$ cat src/rtl/mem_arbiter.sv
// mem_arbiter: shares one single-ported memory between I-cache fills and
// D-cache fills/writebacks. Exactly one transaction is outstanding at a time.
// D-cache wins conflicts, but after DWIN_MAX consecutive D grants with an
// I request waiting, the I-cache is granted next so fetch always progresses.
//
// Ports:
//   clk, rst                    clock, synchronous active-high reset
//   ic_req/ic_addr              I-cache read request (level) and word address
//   ic_grant/ic_done/ic_rdata   I transaction in progress, done pulse, read data
//   dc_req/dc_wr/dc_addr/dc_wdata  D-cache request, write flag, address, data
//   dc_grant/dc_done/dc_rdata   D transaction in progress, done pulse, read data
//   mem_en/mem_wr/mem_addr/mem_wdata  memory command (held for the access)
//   mem_rdata                   memory read data, valid on the final BUSY cycle
//
// Optional build macro ARB_STATS_EN adds ic_grant_cnt, dc_grant_cnt and
// conflict_cnt (16-bit saturating statistics counters).
module mem_arbiter #(
  parameter int MEM_LAT  = 4,
  parameter int DWIN_MAX = 3
) (
  input  logic        clk,
  input  logic        rst,
  input  logic        ic_req,
  input  logic [15:0] ic_addr,
  output logic        ic_grant,
  output logic        ic_done,
  output logic [15:0] ic_rdata,
  input  logic        dc_req,
  input  logic        dc_wr,
  input  logic [15:0] dc_addr,
  input  logic [15:0] dc_wdata,
  output logic        dc_grant,
  output logic        dc_done,
  output logic [15:0] dc_rdata,
  output logic        mem_en,
  output logic        mem_wr,
  output logic [15:0] mem_addr,
  output logic [15:0] mem_wdata,
`ifdef ARB_STATS_EN
  output logic [15:0] ic_grant_cnt,
  output logic [15:0] dc_grant_cnt,
  output logic [15:0] conflict_cnt,
`endif
  input  logic [15:0] mem_rdata
);

  localparam int CntW = $clog2(MEM_LAT + 1) + 1;
  localparam int WinW = $clog2(DWIN_MAX + 1) + 1;

  typedef enum logic [1:0] {IDLE, BUSY, DONE} stateT;

  stateT           state;
  logic            ownerD;
  logic [CntW-1:0] cnt;
  logic [WinW-1:0] dWin;
  logic            grantNow;
  logic            pickD;

  // A grant is issued on any IDLE cycle with a pending request. D wins
  // unless the I-cache has already been passed over DWIN_MAX times in a row.
  assign grantNow = (state == IDLE) && (ic_req || dc_req);
  assign pickD    = dc_req && !(ic_req && (dWin == WinW'(DWIN_MAX)));

  always_ff @(posedge clk) begin
    if (rst) begin
      state     <= IDLE;
      ownerD    <= 1'b0;
      cnt       <= '0;
      dWin      <= '0;
      ic_grant  <= 1'b0;
      ic_done   <= 1'b0;
      ic_rdata  <= 16'h0;
      dc_grant  <= 1'b0;
      dc_done   <= 1'b0;
      dc_rdata  <= 16'h0;
      mem_en    <= 1'b0;
      mem_wr    <= 1'b0;
      mem_addr  <= 16'h0;
      mem_wdata <= 16'h0;
    end else begin
      ic_done <= 1'b0;
      dc_done <= 1'b0;
      case (state)
        IDLE: begin
          if (grantNow) begin
            state     <= BUSY;
            ownerD    <= pickD;
            cnt       <= CntW'(1);
            mem_en    <= 1'b1;
            ic_grant  <= !pickD;
            dc_grant  <= pickD;
            mem_wr    <= pickD && dc_wr;
            mem_addr  <= pickD ? dc_addr : ic_addr;
            mem_wdata <= pickD ? dc_wdata : 16'h0;
            // Only D grants that bypass a waiting I request extend the window.
            if (pickD && ic_req) begin
              if (dWin != WinW'(DWIN_MAX)) dWin <= dWin + WinW'(1);
            end else begin
              dWin <= '0;
            end
          end
        end
        BUSY: begin
          if (cnt == CntW'(MEM_LAT)) begin
            state    <= DONE;
            mem_en   <= 1'b0;
            mem_wr   <= 1'b0;
            ic_grant <= 1'b0;
            dc_grant <= 1'b0;
            if (ownerD) begin
              dc_done <= 1'b1;
              // Writes leave the D read-data register untouched.
              if (!mem_wr) dc_rdata <= mem_rdata;
            end else begin
              ic_done  <= 1'b1;
              ic_rdata <= mem_rdata;
            end
          end else begin
            cnt <= cnt + CntW'(1);
          end
        end
        DONE:    state <= IDLE;
        default: state <= IDLE;
      endcase
    end
  end

`ifdef ARB_STATS_EN
  always_ff @(posedge clk) begin
    if (rst) begin
      ic_grant_cnt <= 16'h0;
      dc_grant_cnt <= 16'h0;
      conflict_cnt <= 16'h0;
    end else begin
      if (grantNow) begin
        if (pickD) begin
          if (dc_grant_cnt != 16'hFFFF) dc_grant_cnt <= dc_grant_cnt + 16'd1;
        end else begin
          if (ic_grant_cnt != 16'hFFFF) ic_grant_cnt <= ic_grant_cnt + 16'd1;
        end
      end
      if ((state == IDLE) && ic_req && dc_req && (conflict_cnt != 16'hFFFF))
        conflict_cnt <= conflict_cnt + 16'd1;
    end
  end
`endif

endmodule

$ cat config.mk
export PLATFORM = sky130hd
export DESIGN_NAME = mem_arbiter
export DESIGN_NICKNAME = d
export VERILOG_FILES = /design/src/rtl/mem_arbiter.sv
export SDC_FILE = /design/constraint.sdc
export NUM_CORES = 1
export LEC_CHECK = 0
export ABC_AREA = 1
export ABC_CLOCK_PERIOD_IN_PS = 2100
export CORE_UTILIZATION = 42
export CTS_CLUSTER_DIAMETER = 40
export DETAILED_ROUTE_END_ITERATION = 8
export PLACE_DENSITY = 0.8
export SLEW_MARGIN = 20
export SYNTH_ARGS = -nofsm -noshare
export SYNTH_HDL_FRONTEND = slang
export SYNTH_SLANG_ARGS = --single-unit
$ cat constraint.sdc
create_clock -name clk -period 2.1 [get_ports clk]
set_clock_uncertainty 0.15 [all_clocks]
set_input_delay 0.21 -clock clk [delete_from_list [all_inputs] [get_ports clk]]
set_output_delay 0.21 -clock clk [all_outputs]
set_load 0.05 [all_outputs]
==> run summary <==
* outcome: finished clean
* clock period minus worst slack: 1.97 ns
* global-route wire length before repair: 13200 um
* final period utilization: 94.0%
* initial detailed-routing violation count: 93
* crit-path cells: clkdlybuf4s50_1
* hold depth: 3
* count of endpoints failing setup in the final report: 0
* cell type of the slowest stage on the worst timing path: sky130_fd_sc_hd__clkdlybuf4s50_1
* number of antenna cells inserted: 0
* Sum Neg Setup Slack: 0 ns
* final worst slack: 0.127 ns
* Post-Route WL: 8500 um
* Layout Cell Area excl Fill: 0.00482 mm2
* buffer cell driving the clock tree root: sky130_fd_sc_hd__clkbuf_8
* pin count of the biggest net entering global routing: 39
* R2R Setup Slk: 0.35 ns
* detailed placer's ending HPWL: 5920 um
* Worst-Margin Slew: 0.576 ns
* max-slew violation total from the final report: 0
* Critical Path Max Stage Delay: 0.84 ns
* critical register-to-register path startpoint: dWin[0]
* cell class contributing the biggest share of worst-path delay: buffers and inverters
* arrival time worst endpoint: 1.61 ns
* switching share of power: 27.1%
* CTS H-tree lvls: 3
* post-synth net total: 461
* die width: 88.3 um
* sequential cell fraction of total power: 44.7%
* Worst slew margin: 61.5%
* initial antenna violation count: 0
* Cell Area, Synth: 0.00313 mm2
* area enclosed by the die boundary: 0.00779 mm2
* post-placement setup slack: 0.255 ns
* clock transition at the registers of the reported paths: 0.09 ns
* number of rows created at floorplan: 31
* remaining design rule violation count: 0
* routed wire length per instance: 13.6 um
* Mean Syn Cell Area: 8.06 um2
* clock tree from TritonCTS: done
* worst hold path class: in2reg
* vertical die dimension: 88.3 um
* routability congestion estimate: 0.778
* switching power: 0.977 mW
* final hold slack: 0.268 ns
* start point of the worst hold path: dc_wdata[1]
* maximum count of clock buffers along a single path: 2
* Pleak: 1.84 nW
* hold worst-path end: mem_wdata[1]
* initial core utilization: 43.3%
* core box area: 0.00721 mm2
* number of I/O pins: 139
* path type of the worst setup path: reg2out
* Cell Int Power: 2.62 mW
* areal power density over the cells: 748 mW/mm2
* total clock buffers created by CTS: 9
* worst voltage drop across the vdd grid: 386 uV
* antenna violation net count after detailed routing: 0
* count of synthesis-stage warnings from yosys: 0
* core occupancy in the finished layout: 66.8%
* required time worst endpoint: 1.74 ns
* placed standard-cell area: 0.00457 mm2
* count of input and output buffers: 138
* setup repair after global routing missed its margin: false
* number of cells on the worst reg-to-reg path: 8
* largest fanout on the critical path: 3
* Final Hold Vio Count: 0
* Worst Setup End Kind: output pin
* fraction of layout instances using a drive strength above 1: 7.02%
* post-CTS sizing: 0
* buffer and inverter count on the worst path: 1
* Syn-to-layout area delta: 54.1%
* number of global-route vias before repair: 2973
* Detailed Routing Iterations Pass 1: 5
* distinct cell type count of the synthesized netlist: 22
* total number of nets in the final design: 595
* synthesized instance count: 388
* Maximum Capacitance Violations: 0
* Post-CTS Setup Bufs: 0
* Peak Freq: 507 MHz
* combinational fraction of design power: 17.3%
* number of register bits inferred by synthesis: 80
* capture point of the worst reg-to-reg path: dWin[0]
* launching element type of the critical path: register
* total track usage: 21.8%
* number of hold-repair buffers added at the cts stage: 0
* vias: 3225
* detail-routed via count per cell: 5.15
* insertion delay to the later sink of the worst-skew pair: 0.35 ns
* share of synthesized area occupied by flip-flops and latches: 51.2%
* Remaining Overflow, GRT: 0
* relative contribution of the clock network to total power: 38.1%
* number of clock sinks: 80
==> final cells by class <==
cell class,instances,area [um2]
fillers,588,2400
flip-flops and latches,80,1600
repair buffers,148,1480
multi-input cells,270,1320
clock buffers,10,128
well taps,99,124
clock inverters,6,115
inverters,13,48.8
==> layout by cell type, fill, tap and decap left out, drive strengths merged <==
cell,instances
nand3,90
clkbuf,10
nand2,104
bufinv,3
a21oi,38
nor3,2
buf,10
o21ai,5
ha,4
inv,15
nor2,12
nand4,15
clkinvlp,1
clkdlybuf4s50,138
dfxtp,80
==> tightest hold or removal path, cell delays in order <==
cell	delay, ns
sky130_fd_sc_hd__clkdlybuf4s50_1	0.39
sky130_fd_sc_hd__nand3_1	0.08
sky130_fd_sc_hd__nand2_1	0.04
==> cells by family after synthesis <==
logic type               Yosys count  synth area share (%)
AND/OR/NAND/NOR                  223                  33.3
AO/OA/AOI/OAI                     43                  7.25
buffers and inverters             38                  6.57
adder cells (fa/ha/maj)            4                  1.60
flip-flops                        80                  51.2
==> layer usage <==
| metal | routed length, um | GRT usage [%] |
|---|---|---|
| met1 | 3610 | 25.4 |
| met2 | 3830 | 37.0 |
| met3 | 884 | 7.00 |
| met4 | 172 | 9.24 |
| met5 | 0 | 0 |
==> worst max path at each step <==
stage / from / depth (start not counted) / slack, ns / end
2_1_floorplan: dWin[0] / 8 / 0.55 / mem_addr[10]
3_3_place_gp: ic_req / 7 / 0.33 / cnt[2]
3_5_place_dp: ic_req / 7 / 0.25 / mem_addr[7]
4_1_cts: mem_wr / 1 / 0.13 / mem_wr
5_1_grt: mem_wr / 1 / 0.08 / mem_wr
6_report: mem_wr / 1 / 0.13 / mem_wr
==> Yosys cell counts, drive strengths merged <==
cell / n / area [um2]
o21ai: 5 / 36.3
clkbuf: 6 / 22.5
nor3: 2 / 10.0
nand3: 90 / 455
ha: 4 / 50.1
a21oi: 38 / 190
inv: 13 / 48.8
dfxtp: 80 / 1600
nand4: 15 / 93.8
nor2: 12 / 75.1
buf: 19 / 134
nand2: 104 / 408
==> flip-flops by register name, summed over array words and instances (netlist names) <==
signal     cells
cnt            4
dWin           3
dc_done        1
dc_grant       1
dc_rdata      16
ic_done        1
ic_grant       1
ic_rdata      16
mem_addr      16
mem_en         1
mem_wdata     16
mem_wr         1
ownerD         1
state          2
==> through the flow <==
step	cells	power (mW)
global route	626	3.71
finish	626	3.60
CTS	626	3.62
global placement	610	2.25
floorplan	388	1.98
detailed placement	610	2.26
==> power groups by stage <==
stage	Clock [mW]	Sequential [mW]	Combinational, mW
detailed placement	0	1.64	0.622
finish	1.37	1.61	0.621
floorplan	0	1.81	0.167
global placement	0	1.64	0.612
global route	1.44	1.62	0.656
CTS	1.38	1.61	0.624
Power figures use the tool's default switching activity.
